File: src/rtl/fetch_decode_queue.sv
// fetch_decode_queue: circular instruction queue between fetch and decode.
// Holds {instruction, pc, pc+4} triples, back-pressures fetch when full and
// drops every held entry on a control-flow redirect (flush).
module fetch_decode_queue #(
  parameter int          DEPTH    = 2,
  parameter logic [31:0] NOP_INST = 32'h0000_0013
) (
  input  logic                         clock,
  input  logic                         reset,
  input  logic                         in_valid,
  output logic                         in_ready,
  input  logic [31:0]                  instruction_in,
  input  logic [31:0]                  pc_in,
  input  logic [31:0]                  pc_4_in,
  input  logic                         flush,
  output logic                         out_valid,
  input  logic                         out_ready,
  output logic [31:0]                  instruction_out,
  output logic [31:0]                  pc_out,
  output logic [31:0]                  pc_4_out,
  output logic [$clog2(DEPTH+1)-1:0]   occupancy
);

  localparam int PTR_W = $clog2(DEPTH);
  localparam int CNT_W = $clog2(DEPTH + 1);

  localparam logic [CNT_W-1:0] CNT_FULL = CNT_W'(DEPTH);
  localparam logic [CNT_W-1:0] CNT_ONE  = CNT_W'(1);
  localparam logic [PTR_W-1:0] PTR_ONE  = PTR_W'(1);

  // Entry storage, one array per field.
  logic [31:0] inst_mem [DEPTH];
  logic [31:0] pc_mem   [DEPTH];
  logic [31:0] pc_4_mem [DEPTH];

  logic [PTR_W-1:0] rd_ptr_q, rd_ptr_d;
  logic [PTR_W-1:0] wr_ptr_q, wr_ptr_d;
  logic [CNT_W-1:0] count_q,  count_d;

  logic enq;
  logic deq;

  // Handshake flags depend on registered count only, so no path from
  // out_ready or flush reaches in_ready.
  assign in_ready  = (count_q != CNT_FULL);
  assign out_valid = (count_q != '0);
  assign occupancy = count_q;

  // A flush cycle neither stores the wrong-path fetch nor retires the head.
  assign enq = in_valid && in_ready && !flush;
  assign deq = out_valid && out_ready && !flush;

  // Next-state for pointers and count; flush overrides everything.
  always_comb begin
    // NOTE: every output of this block gets a default first so no path
    // leaves a signal unassigned, which would infer a latch.
    rd_ptr_d = rd_ptr_q;
    wr_ptr_d = wr_ptr_q;
    count_d  = count_q;
    if (flush) begin
      rd_ptr_d = '0;
      wr_ptr_d = '0;
      count_d  = '0;
    end else begin
      if (enq) wr_ptr_d = wr_ptr_q + PTR_ONE;
      if (deq) rd_ptr_d = rd_ptr_q + PTR_ONE;
      if (enq && !deq)      count_d = count_q + CNT_ONE;
      else if (deq && !enq) count_d = count_q - CNT_ONE;
    end
  end

  // Control state registers with asynchronous reset.
  always_ff @(posedge clock or posedge reset) begin
    // NOTE: sequential state uses non-blocking assignment so every flop
    // samples pre-edge values regardless of block ordering.
    if (reset) begin
      rd_ptr_q <= '0;
      wr_ptr_q <= '0;
      count_q  <= '0;
    end else begin
      rd_ptr_q <= rd_ptr_d;
      wr_ptr_q <= wr_ptr_d;
      count_q  <= count_d;
    end
  end

  // Entry write at the write pointer on an accepted enqueue.
  always_ff @(posedge clock) begin
    // NOTE: the storage is deliberately not reset; count gates every read,
    // so stale contents are never visible and the array stays plain RAM.
    if (enq) begin
      inst_mem[wr_ptr_q] <= instruction_in;
      pc_mem[wr_ptr_q]   <= pc_in;
      pc_4_mem[wr_ptr_q] <= pc_4_in;
    end
  end

  // Head entry to decode, or a NOP with zero addresses when empty.
  always_comb begin
    instruction_out = NOP_INST;
    pc_out          = '0;
    pc_4_out        = '0;
    if (out_valid) begin
      instruction_out = inst_mem[rd_ptr_q];
      pc_out          = pc_mem[rd_ptr_q];
      pc_4_out        = pc_4_mem[rd_ptr_q];
    end
  end

endmodule

File: config.mk
export PLATFORM = sky130hd
export DESIGN_NAME = fetch_decode_queue
export DESIGN_NICKNAME = d
export VERILOG_FILES = /design/src/rtl/fetch_decode_queue.sv
export SDC_FILE = /design/constraint.sdc
export NUM_CORES = 1
export LEC_CHECK = 0
export CAP_MARGIN = 40
export CORE_MARGIN = 2
export CORE_UTILIZATION = 44
export DETAILED_ROUTE_END_ITERATION = 10
export GPL_TIMING_DRIVEN = 0
export PLACE_DENSITY = 0.77
export SKIP_CTS_REPAIR_TIMING = 1
export SLEW_MARGIN = 20
export SYNTH_ARGS = -nofsm -noshare
export SYNTH_HDL_FRONTEND = slang
export SYNTH_SLANG_ARGS = --single-unit
File: constraint.sdc
create_clock -name clock -period 8.55 [get_ports clock]
set_input_delay 0.855 -clock clock [delete_from_list [all_inputs] [get_ports clock]]
set_output_delay 0.855 -clock clock [all_outputs]
set_load 0.1 [all_outputs]
# After elaboration in Yosys (flattened, before gate mapping)
# Memory sizes are Yosys's and may differ from the RTL's.
# Index checks and enable logic that the tools add are counted.
# word_totals
output_inout_bits	100
n_memories	3
in_bits	101
ramBits	192
elab_cells	36
register_bits	4
# memory_table
name	words	word_bits	rd	rd_clocked_by_memory_dff	write_ports	line	source
inst_mem	2	32	1	0	1	32	logic [31:0] inst_mem [DEPTH];
pc_4_mem	2	32	1	0	1	34	logic [31:0] pc_4_mem [DEPTH];
pc_mem	2	32	1	0	1	33	logic [31:0] pc_mem [DEPTH];
# classes
n_reduce_logical	13
n_mux	12
add_sub_neg	4
n_eq_ne	1
# ops
op	count
$mux W32	3
$logic_and A1 B1 Y1	6
$mux W1	6
$mux W2	3
$reduce_bool A2 Y1	3
$logic_not A1 Y1	3
$reduce_bool A3 Y1	1
$add A1 B1 Y1 const B	2
$add A2 B1 Y2 const B	1
$ne A2 B2 Y1 const B	1
$sub A2 B1 Y2 const B	1

# Longest topological paths before layout
# Gate-level depths: netlist of run 1.
# logic_depth
depth_word	8
mapped_depth	5
depth_no_buf	4

# Least setup slack after synthesis of run 1
# No wires, ideal clock.
# synth_timing
path_type	flip-flop to flip-flop
from	register count_q[1], in the netlist occupancy[1]
to	memory inst_mem[1][0] (enable)
path_stages_with_launch	5
period_less_slack_ns	9.334
required_ns	7.860
setup_ns	0.690
path_buffers	0
arrival_time_ns	8.644
path_slack_ns	-0.784
cell_sequence	dfrtp_1 > nor2b_2 > inv_2 > nand2_1 > nor3b_1
# synth_between
elab_chain_len	5
# synth_lines
item	line	source
start, declared	38	logic [CNT_W-1:0] count_q, count_d;
start signal, assigned	83	count_q <= count_d;
$ne A2 B2 Y1	45	assign in_ready = (count_q != CNT_FULL);
named net in_ready	11	output logic in_ready,
$logic_and A1 B1 Y1 (2 in a row)	50	assign enq = in_valid && in_ready && !flush;
$mux W1	91	if (enq) begin
$mux W1 (implied by the code)	92	inst_mem[wr_ptr_q] <= instruction_in;
end, declared	32	
# The timed path passes the listed nets, and every way through them passes these cells.

# Final worst setup path of run 1
# layout_timing
from	register count_q[0], in the netlist occupancy[0]
to	output instruction_out[24]
# layout_between
elab_chain_len	2
# layout_lines
item	line	source
$reduce_bool A2 Y1	46	assign out_valid = (count_q != '0);
$mux W32	103	if (out_valid) begin
end, declared	18	output logic [31:0] instruction_out,
# No other way between the ends.

==> flow_summary.json, run 1 <==
{
  "status": "finished, final reports clean",
  "start_util_pct": 45.1,
  "via_count": 4730,
  "cp-startpoint": "occupancy[0]$_DFFE_PP0P_",
  "n_fill_cell": 980,
  "relSlewSlack_pct": 45.8,
  "dr.first_iter.drc_count": 247,
  "n_antenna_cell": 0,
  "setup_violations": 0,
  "drt-total-wl_um": 17700,
  "rows": 47,
  "synth_area_um2": 7470,
  "crit_chain": "nor2_1, buf_4, buf_2, nor2_1, clkdlybuf4s50_1, buf_8",
  "vias_per_cell": 4.73,
  "slowest_delay_ns": 0.49,
  "cts_root_buf": "clkbuf_16",
  "synth_top_area_share_pct": 77.1,
  "grt_max_degree": 18,
  "multi_input_area_um2": 1470,
  "arrival_ns": 2.56,
  "dieWidth_um": 134,
  "cts_made_buffers": 17,
  "finClkSkew_ns": 0.00764,
  "place_congestion": 0.728,
  "dieHeight_um": 134,
  "end_kind": "output pin",
  "io_pins": 201,
  "finalHoldViolCount": 0,
  "syn_inst": 433,
  "startpoint_type": "flip-flop",
  "synth_area_leaders": "edfxtp_1, mux2i_1, nor2_1",
  "cp_slowest_cell": "clkdlybuf4s50_1",
  "critical_path_class": "reg -> out",
  "fin_crit_ns": 3.41,
  "syn_to_final_growth_pct": 63.9,
  "cts.clk_slew.worst_paths_ns": 0.07,
  "drtAntennaViolNets": 0,
  "finalCritPeriodShare_pct": 39.9,
  "cts_tree": "yes",
  "hpwl_um": 13000,
  "nNetsFinal": 868,
  "die_area_um2": 18000,
  "dr.pass1.iters": 4,
  "grt_use_total_pct": 20.4,
  "crit_required_ns": 7.70,
  "layout_common_cells": "clkdlybuf4s50_1, edfxtp_1, mux2i_1",
  "yosys.area.top_type": "edfxtp_1",
  "tns_ns": 0,
  "grt_overflow": 0,
  "power_leakage_nw": 4.33,
  "syn-num-nets": 534,
  "drc": 0,
  "cts_htree_levels": 4,
  "fin_util_pct": 73.9,
  "r2r_start": "occupancy[1]$_DFFE_PP0P_",
  "coreArea_um2": 16600,
  "vdd_ir_drop_max_uv": 122,
  "drv_cap": 0,
  "clockBufferDepth": 2,
  "wl_per_cell_um": 17.7,
  "hold_class": "in -> async",
  "cp_max_fo": 10,
  "grt_pass1_wl_um": 27700,
  "tightest_slew_ns": 0.813,
  "yosysUniqueCellTypes": 22,
  "seq_area_um2": 5870,
  "ys_warn_count": 0,
  "insertion_delay_ns": 0.42,
  "final_common_cell": "clkdlybuf4s50_1",
  "ys_seq_area_share_pct": 78.5,
  "slew_violations": 0,
  "synth_seq_cells": 196,
  "port_buffers": 200,
  "rsz0062_at_grt": "false",
  "drive_above_1_share_pct": 21.7,
  "max_freq_mhz": 293,
  "antenna_found_initial": 0,
  "postSynthAreaPerCell_um2": 17.3,
  "cp_common_cell": "nor2_1",
  "clock_sinks": 196,
  "p_per_area_nw_per_um2": 211,
  "grt_pass1_vias": 5233
}
-- cells in the mapped netlist (all sizes together) --
master	instances
nor3b	2
nand2	4
edfxtp	192
nor2	95
a21o	1
or2	1
nor2b	1
inv	4
or3	1
a21oi	4
mux2i	97
buf	20
xor2	1
nor3	1
o21ai	2
nand3b	1
o211ai	1
clkbuf	1
dfrtp	4
-- sequential cells by signal, indices dropped and copies added (netlist names) --
register	flops
inst_mem	64
pc_mem	64
occupancy	2
rd_ptr_q	1
wr_ptr_q	1
pc_4_mem	64
-- metal layers --
layer	track usage (%)	wire (um)
met1	23.3	6900
met2	37.4	9610
met3	5.37	905
met4	6.26	243
met5	0	0
-- where the power goes --
part | leakage, nW | total [mW] | internal, mW | switching (mW)
Sequential | 1.82 | 1.10 | 1.09 | 0.00936
Clock | 0.279 | 0.782 | 0.436 | 0.346
Combinational | 2.23 | 0.698 | 0.272 | 0.427
Total | 4.33 | 2.58 | 1.80 | 0.782
-- worst max-delay path: cells and delay by family (launching register included) --
family / cells / cell delay [ns]
buf+inv: 4 / 1.26
flops: 1 / 0.47
simple gates: 2 / 0.39
-- area by class of cell --
type,count,share of cell area (%)
Inverter,4,0.123
Tap cell,220,2.25
Multi-Input combinational cell,212,12.0
Timing Repair Buffer,315,31.8
Sequential cell,196,47.9
Clock buffer,18,3.50
Clock inverter,13,1.23
Buffer,21,1.22
-- cell families (layout without fill, tap and decap cells) --
group | after synthesis | in the layout | share of synthesized area (%)
flip-flops | 196 | 196 | 78.5
XOR/XNOR | 1 | 1 | 0.117
multiplexers | 97 | 97 | 13.0
buffers and inverters | 25 | 371 | 2.19
AO/OA/AOI/OAI | 8 | 8 | 0.603
AND/OR/NAND/NOR | 106 | 106 | 5.62
-- path summary, 6_finish.rpt --
kind | to | slack [ns] | depth (start not counted)
worst max-delay path | instruction_out[24] | 5.14 | 6
worst min-delay path | wr_ptr_q$_DFFE_PP0P_ | 0.63 | 2
worst max register to register | inst_mem[1][13]$_DFFE_PP_ | 5.87 | 8
worst min register to register | wr_ptr_q$_DFFE_PP0P_ | 0.65 | 2
max in group asynchronous | rd_ptr_q$_DFFE_PP0P_ | 7.77 | 2
min in group clock | wr_ptr_q$_DFFE_PP0P_ | 0.65 | 2
-- metrics by stage --
step	area, um^2	std cells	worst slack [ns]	power (mW)	hold slack [ns]
final	12300	999	5.14	2.58	0.629
after global routing	12300	999	4.99	2.66	0.626
after CTS	12300	999	5.11	2.60	0.607
after detailed placement	11700	968	5.08	1.82	0.641
after global placement	9760	853	0.874	1.67	0.564
after floorplan	7480	433	2.61	1.51	0.542
(Power assumes the default switching activity.)
==> inputs of run 2 (changes only) <==
--- a/config.mk
+++ b/config.mk
@@ -7,10 +7,10 @@
 export LEC_CHECK = 0
 export CAP_MARGIN = 40
 export CORE_MARGIN = 2
-export CORE_UTILIZATION = 44
+export CORE_UTILIZATION = 48
 export DETAILED_ROUTE_END_ITERATION = 10
 export GPL_TIMING_DRIVEN = 0
-export PLACE_DENSITY = 0.77
+export PLACE_DENSITY = 0.79
 export SKIP_CTS_REPAIR_TIMING = 1
 export SLEW_MARGIN = 20
 export SYNTH_ARGS = -nofsm -noshare
==> constraint.sdc (replaced) <==
create_clock -name clock -period 3.49 [get_ports clock]
set_input_delay 0.349 -clock clock [delete_from_list [all_inputs] [get_ports clock]]
set_output_delay 0.349 -clock clock [all_outputs]
set_load 0.1 [all_outputs]
==> run 2 against run 1 <==
Register-to-register slack worse by 4.6 ns. Die area is 8.1% lower. Wire length is 0.93% higher. Critical path type unchanged. Cell count is 3.3% lower.
==> flow_summary.json, run 2 (same netlist as run 1, synthesis figures left out) <==
{
  "status": "finished, final reports clean",
  "rsz0062_at_grt": "false",
  "cp_max_fo": 10,
  "cts.clk_slew.worst_paths_ns": 0.06,
  "wl_per_cell_um": 18.4,
  "insertion_delay_ns": 0.42,
  "port_buffers": 200,
  "startpoint_type": "flip-flop",
  "vdd_ir_drop_max_uv": 349,
  "crit_required_ns": 3.14,
  "arrival_ns": 2.56,
  "grt_pass1_vias": 5295,
  "pre_cts_ws_ns": 0.958,
  "r2r_cells": 7,
  "drc": 0,
  "final_area_um2": 12300,
  "dpl.cell_count": 934,
  "max_freq_mhz": 344,
  "tightest_slew_ns": 0.818,
  "dieHeight_um": 129,
  "cts_root_buf": "clkbuf_16",
  "cts_made_buffers": 17,
  "stdcell_count": 966,
  "power_leakage_nw": 4.34,
  "drtAntennaViolNets": 0,
  "vias_per_cell": 5.07,
  "r2r_slack_ns": 1.28,
  "placed_area_um2": 11600,
  "die_area_um2": 16600,
  "fin_crit_ns": 2.91,
  "nNetsFinal": 866,
  "top_regs": "inst_mem (64), pc_4_mem (64), pc_mem (64)",
  "rows": 45,
  "finalCritPeriodShare_pct": 83.3,
  "n_fill_cell": 759,
  "finClkSkew_ns": 0.00729,
  "hold_class": "in -> async",
  "finalHoldViolCount": 0,
  "critical_path_class": "reg -> out",
  "hpwl_um": 12900,
  "place_congestion": 0.756,
  "drv_cap": 0,
  "setup_violations": 0,
  "relSlewSlack_pct": 45.3,
  "layout_common_cells": "clkdlybuf4s50_1, edfxtp_1, mux2i_1",
  "final_common_cell": "clkdlybuf4s50_1",
  "grt_use_total_pct": 22.2,
  "drt-total-wl_um": 17800,
  "reg2reg_to": "inst_mem[1][15]$_DFFE_PP_",
  "crit_path_end": "instruction_out[23]",
  "clock_sinks": 196,
  "syn_to_final_growth_pct": 64.0,
  "cts_tree": "yes",
  "r2r_start": "occupancy[1]$_DFFE_PP0P_",
  "dieWidth_um": 129,
  "drive_above_1_share_pct": 21.7,
  "dr.first_iter.drc_count": 269,
  "fin_util_pct": 80.6,
  "dr.pass1.iters": 4,
  "via_count": 4901,
  "slew_violations": 0,
  "grt_overflow": 0,
  "start_util_pct": 49.2,
  "antenna_found_initial": 1,
  "clockBufferDepth": 2,
  "grt_max_degree": 18,
  "n_antenna_cell": 0,
  "io_pins": 201,
  "layout_setup_ws_ns": 0.582,
  "cp-startpoint": "occupancy[0]$_DFFE_PP0P_",
  "p_per_area_nw_per_um2": 525,
  "coreArea_um2": 15200,
  "total_power_mw": 6.44,
  "grt_pass1_wl_um": 27400,
  "cts_htree_levels": 4,
  "end_kind": "output pin"
}
run 2: worst min-delay path by stage:
stage | to | slack (ns)
2_1_floorplan | rd_ptr_q$_DFFE_PP0P_ | 0.12
3_3_place_gp | wr_ptr_q$_DFFE_PP0P_ | 0.56
3_5_place_dp | wr_ptr_q$_DFFE_PP0P_ | 0.57
4_1_cts | occupancy[0]$_DFFE_PP0P_ | 0.12
5_1_grt | wr_ptr_q$_DFFE_PP0P_ | 0.13
6_report | wr_ptr_q$_DFFE_PP0P_ | 0.14
run 2: final cells by class:
type	instances	area [um^2]	share of cell area, %
multi-input combinational	212	1480	12.1
tap	188	235	1.92
clock inverter	13	181	1.48
clock buffer	19	433	3.53
inverter	4	22.5	0.184
timing repair buffer	313	3880	31.7
sequential	196	5870	47.9
buffer	21	149	1.21
run 2: layer usage:
metal / share of wire [%] / GRT usage, % / up-vias
li1: - / - / 2272
met1: 38 / 24.9 / 2409
met2: 54 / 40.3 / 186
met3: 5.9 / 5.95 / 34
met4: 2.3 / 8.57 / 0
met5: 0 / 0 / -
run 2: report_power, final:
| part | total (mW) | switching (mW) | internal, mW |
|---|---|---|---|
| clock network | 2.02 | 0.819 | 1.20 |
| logic | 1.71 | 1.05 | 0.665 |
| registers | 2.70 | 0.0250 | 2.68 |
run 2: stage by stage:
step	setup TNS (ns)	hold slack (ns)
floorplan	-76.34	0.115
global placement	-294.51	0.555
detailed placement	0	0.571
CTS	0	0.118
global route	0	0.131
finish	0	0.140
run 2: critical path, cell delays in order (launching register included):
cell and delay [ns]:
dfrtp_4 0.52, nor2_1 0.29, buf_4 0.28, buf_2 0.27
nor2_1 0.08, clkdlybuf4s50_1 0.50, buf_16 0.20
==> inputs of run 3 (changes only) <==
--- a/config.mk
+++ b/config.mk
@@ -7,10 +7,10 @@
 export LEC_CHECK = 0
 export CAP_MARGIN = 40
 export CORE_MARGIN = 2
-export CORE_UTILIZATION = 48
+export CORE_UTILIZATION = 44
 export DETAILED_ROUTE_END_ITERATION = 10
 export GPL_TIMING_DRIVEN = 0
-export PLACE_DENSITY = 0.79
+export PLACE_DENSITY = 0.77
 export SKIP_CTS_REPAIR_TIMING = 1
 export SLEW_MARGIN = 20
 export SYNTH_ARGS = -nofsm -noshare
==> constraint.sdc (replaced) <==
create_clock -name clock -period 2.4 [get_ports clock]
set_input_delay 0.24 -clock clock [delete_from_list [all_inputs] [get_ports clock]]
set_output_delay 0.24 -clock clock [all_outputs]
set_load 0.1 [all_outputs]
==> run 3 against run 2 <==
The flow now finishes with violations (negative setup slack). Final area up 4.8%. Cell count rose by 2.3%. Wire length grew 6.5%. Core utilization shrank 3.1 points. Sequential share of layout area is 2.2 points lower. First-iteration DRC count up 5.9%. Sequential cell count is the same. Combinational power is 57% higher. Global-route usage is 1.4 points lower. Critical path type unchanged. Worst setup slack lost 0.74 ns. Highest routed layer is now met5. Power increased by 50%.
==> flow_summary.json, run 3 (same netlist as run 1, synthesis figures left out) <==
{
  "die_area_um2": 18000,
  "grt_use_total_pct": 20.8,
  "io_pins": 201,
  "placed_area_um2": 12100,
  "syn_to_final_growth_pct": 71.9,
  "dieWidth_um": 134,
  "cts_root_buf": "clkbuf_16",
  "dieHeight_um": 134,
  "antenna_found_initial": 1,
  "rsz0062_at_grt": "true",
  "finalHoldViolCount": 0,
  "violations": "negative setup slack",
  "status": "complete, but fails checks",
  "grt_pass1_vias": 5313,
  "nNetsFinal": 856,
  "cp_max_fo": 10,
  "hold_class": "in -> async",
  "cts_tree": "yes",
  "drive_above_1_share_pct": 38.5,
  "dr.first_iter.drc_count": 285,
  "cts.clk_slew.worst_paths_ns": 0.07,
  "setup_violations": 51,
  "grt_overflow": 0,
  "startpoint_type": "flip-flop",
  "tightest_slew_ns": 0.555,
  "final_common_cell": "edfxtp_1",
  "final_area_um2": 12800,
  "relSlewSlack_pct": 63.0,
  "via_count": 4818,
  "drt-total-wl_um": 19000,
  "dr.pass1.iters": 4,
  "insertion_delay_ns": 0.42,
  "top_regs": "inst_mem (64), pc_4_mem (64), pc_mem (64)",
  "cts_htree_levels": 4,
  "critical_path_class": "reg -> out",
  "r2r_cells": 8,
  "drv_cap": 0,
  "dpl.cell_count": 968,
  "drtAntennaViolNets": 0,
  "end_kind": "output pin",
  "clockBufferDepth": 2,
  "p_per_area_nw_per_um2": 750,
  "clock_sinks": 196,
  "finClkSkew_ns": 0.0115,
  "arrival_ns": 2.31,
  "grt_max_degree": 18,
  "rows": 47,
  "port_buffers": 200,
  "fin_crit_ns": 2.55,
  "power_leakage_nw": 4.65,
  "vias_per_cell": 4.88,
  "max_freq_mhz": 391,
  "start_util_pct": 45.1,
  "finalCritPeriodShare_pct": 106,
  "hpwl_um": 13700,
  "layout_setup_ws_ns": -0.154,
  "wl_per_cell_um": 19.2,
  "coreArea_um2": 16600,
  "cts_made_buffers": 17,
  "grt_pass1_wl_um": 28200,
  "layout_common_cells": "edfxtp_1, clkdlybuf4s50_1, nor2_2",
  "drc": 0,
  "place_congestion": 0.742,
  "n_antenna_cell": 0,
  "crit_required_ns": 2.16,
  "vdd_ir_drop_max_uv": 520,
  "stdcell_count": 988,
  "slew_violations": 0,
  "total_power_mw": 9.63
}
-- run 3: cell count changes in the layout (fill, tap and decap cells not counted), sizes merged --
cell	change
clkdlybuf4s50	-40
clkinvlp	+2
buf	+16
clkinv	-2
inv	+1
dlymetal6s2s	+13
-- run 3: layer usage --
metal | vias up | GRT usage [%] | wire [um]
met1 | 2348 | 23.8 | 7140
li1 | 2257 | - | -
met5 | - | 0 | 11
met3 | 34 | 5.78 | 1100
met4 | 2 | 7.25 | 454
met2 | 177 | 37.4 | 10300
-- run 3: area by class of cell --
class	count	area, um^2
Clock inverter	14	199
Tap cell	220	275
Multi-Input combinational cell	212	1770
Timing Repair Buffer	303	4020
Clock buffer	18	429
Sequential cell	196	5870
Fill cell	919	3730
Buffer	21	259
Inverter	4	26.3
-- run 3: power breakdown --
group          total, mW  switching (mW)  internal [mW]
logic               2.69            1.61           1.08
clock network       3.01            1.25           1.76
registers           3.93          0.0386           3.90
-- run 3: per-stage QoR --
stage	setup WS (ns)	utilization [%]	hold WS (ns)	TNS, ns
final	-0.154	77.5	0.0202	-3.52
after detailed placement	-0.150	72.7	0.471	-5.66
after global placement	-2.73	60.6	0.461	-513.69
after CTS	-0.530	76.5	0.0111	-38.42
after global routing	-0.226	77.5	0.0235	-7.45
after floorplan	-1.59	-	0.00612	-285.62
-- run 3: worst paths after layout --
check	start	end	slack, ns
setup / recovery	occupancy[1]$_DFFE_PP0P_	instruction_out[11]	-0.15
hold / removal	reset	occupancy[1]$_DFFE_PP0P_	0.02
setup reg to reg	occupancy[1]$_DFFE_PP0P_	inst_mem[1][21]$_DFFE_PP_	0.07
hold reg to reg	wr_ptr_q$_DFFE_PP0P_	wr_ptr_q$_DFFE_PP0P_	0.65
max in group asynchronous	reset	occupancy[0]$_DFFE_PP0P_	2.19
min in group clock	pc_in[15]	pc_mem[1][15]$_DFFE_PP_	0.40
-- run 3: worst max-delay path, stage by stage (launching register included) --
cell and delay (ns):
dfrtp_4 0.53, nor2_4 0.20, buf_12 0.18, buf_12 0.12, buf_8 0.15, nor2_2 0.05, clkdlybuf4s50_1 0.46, buf_8 0.19
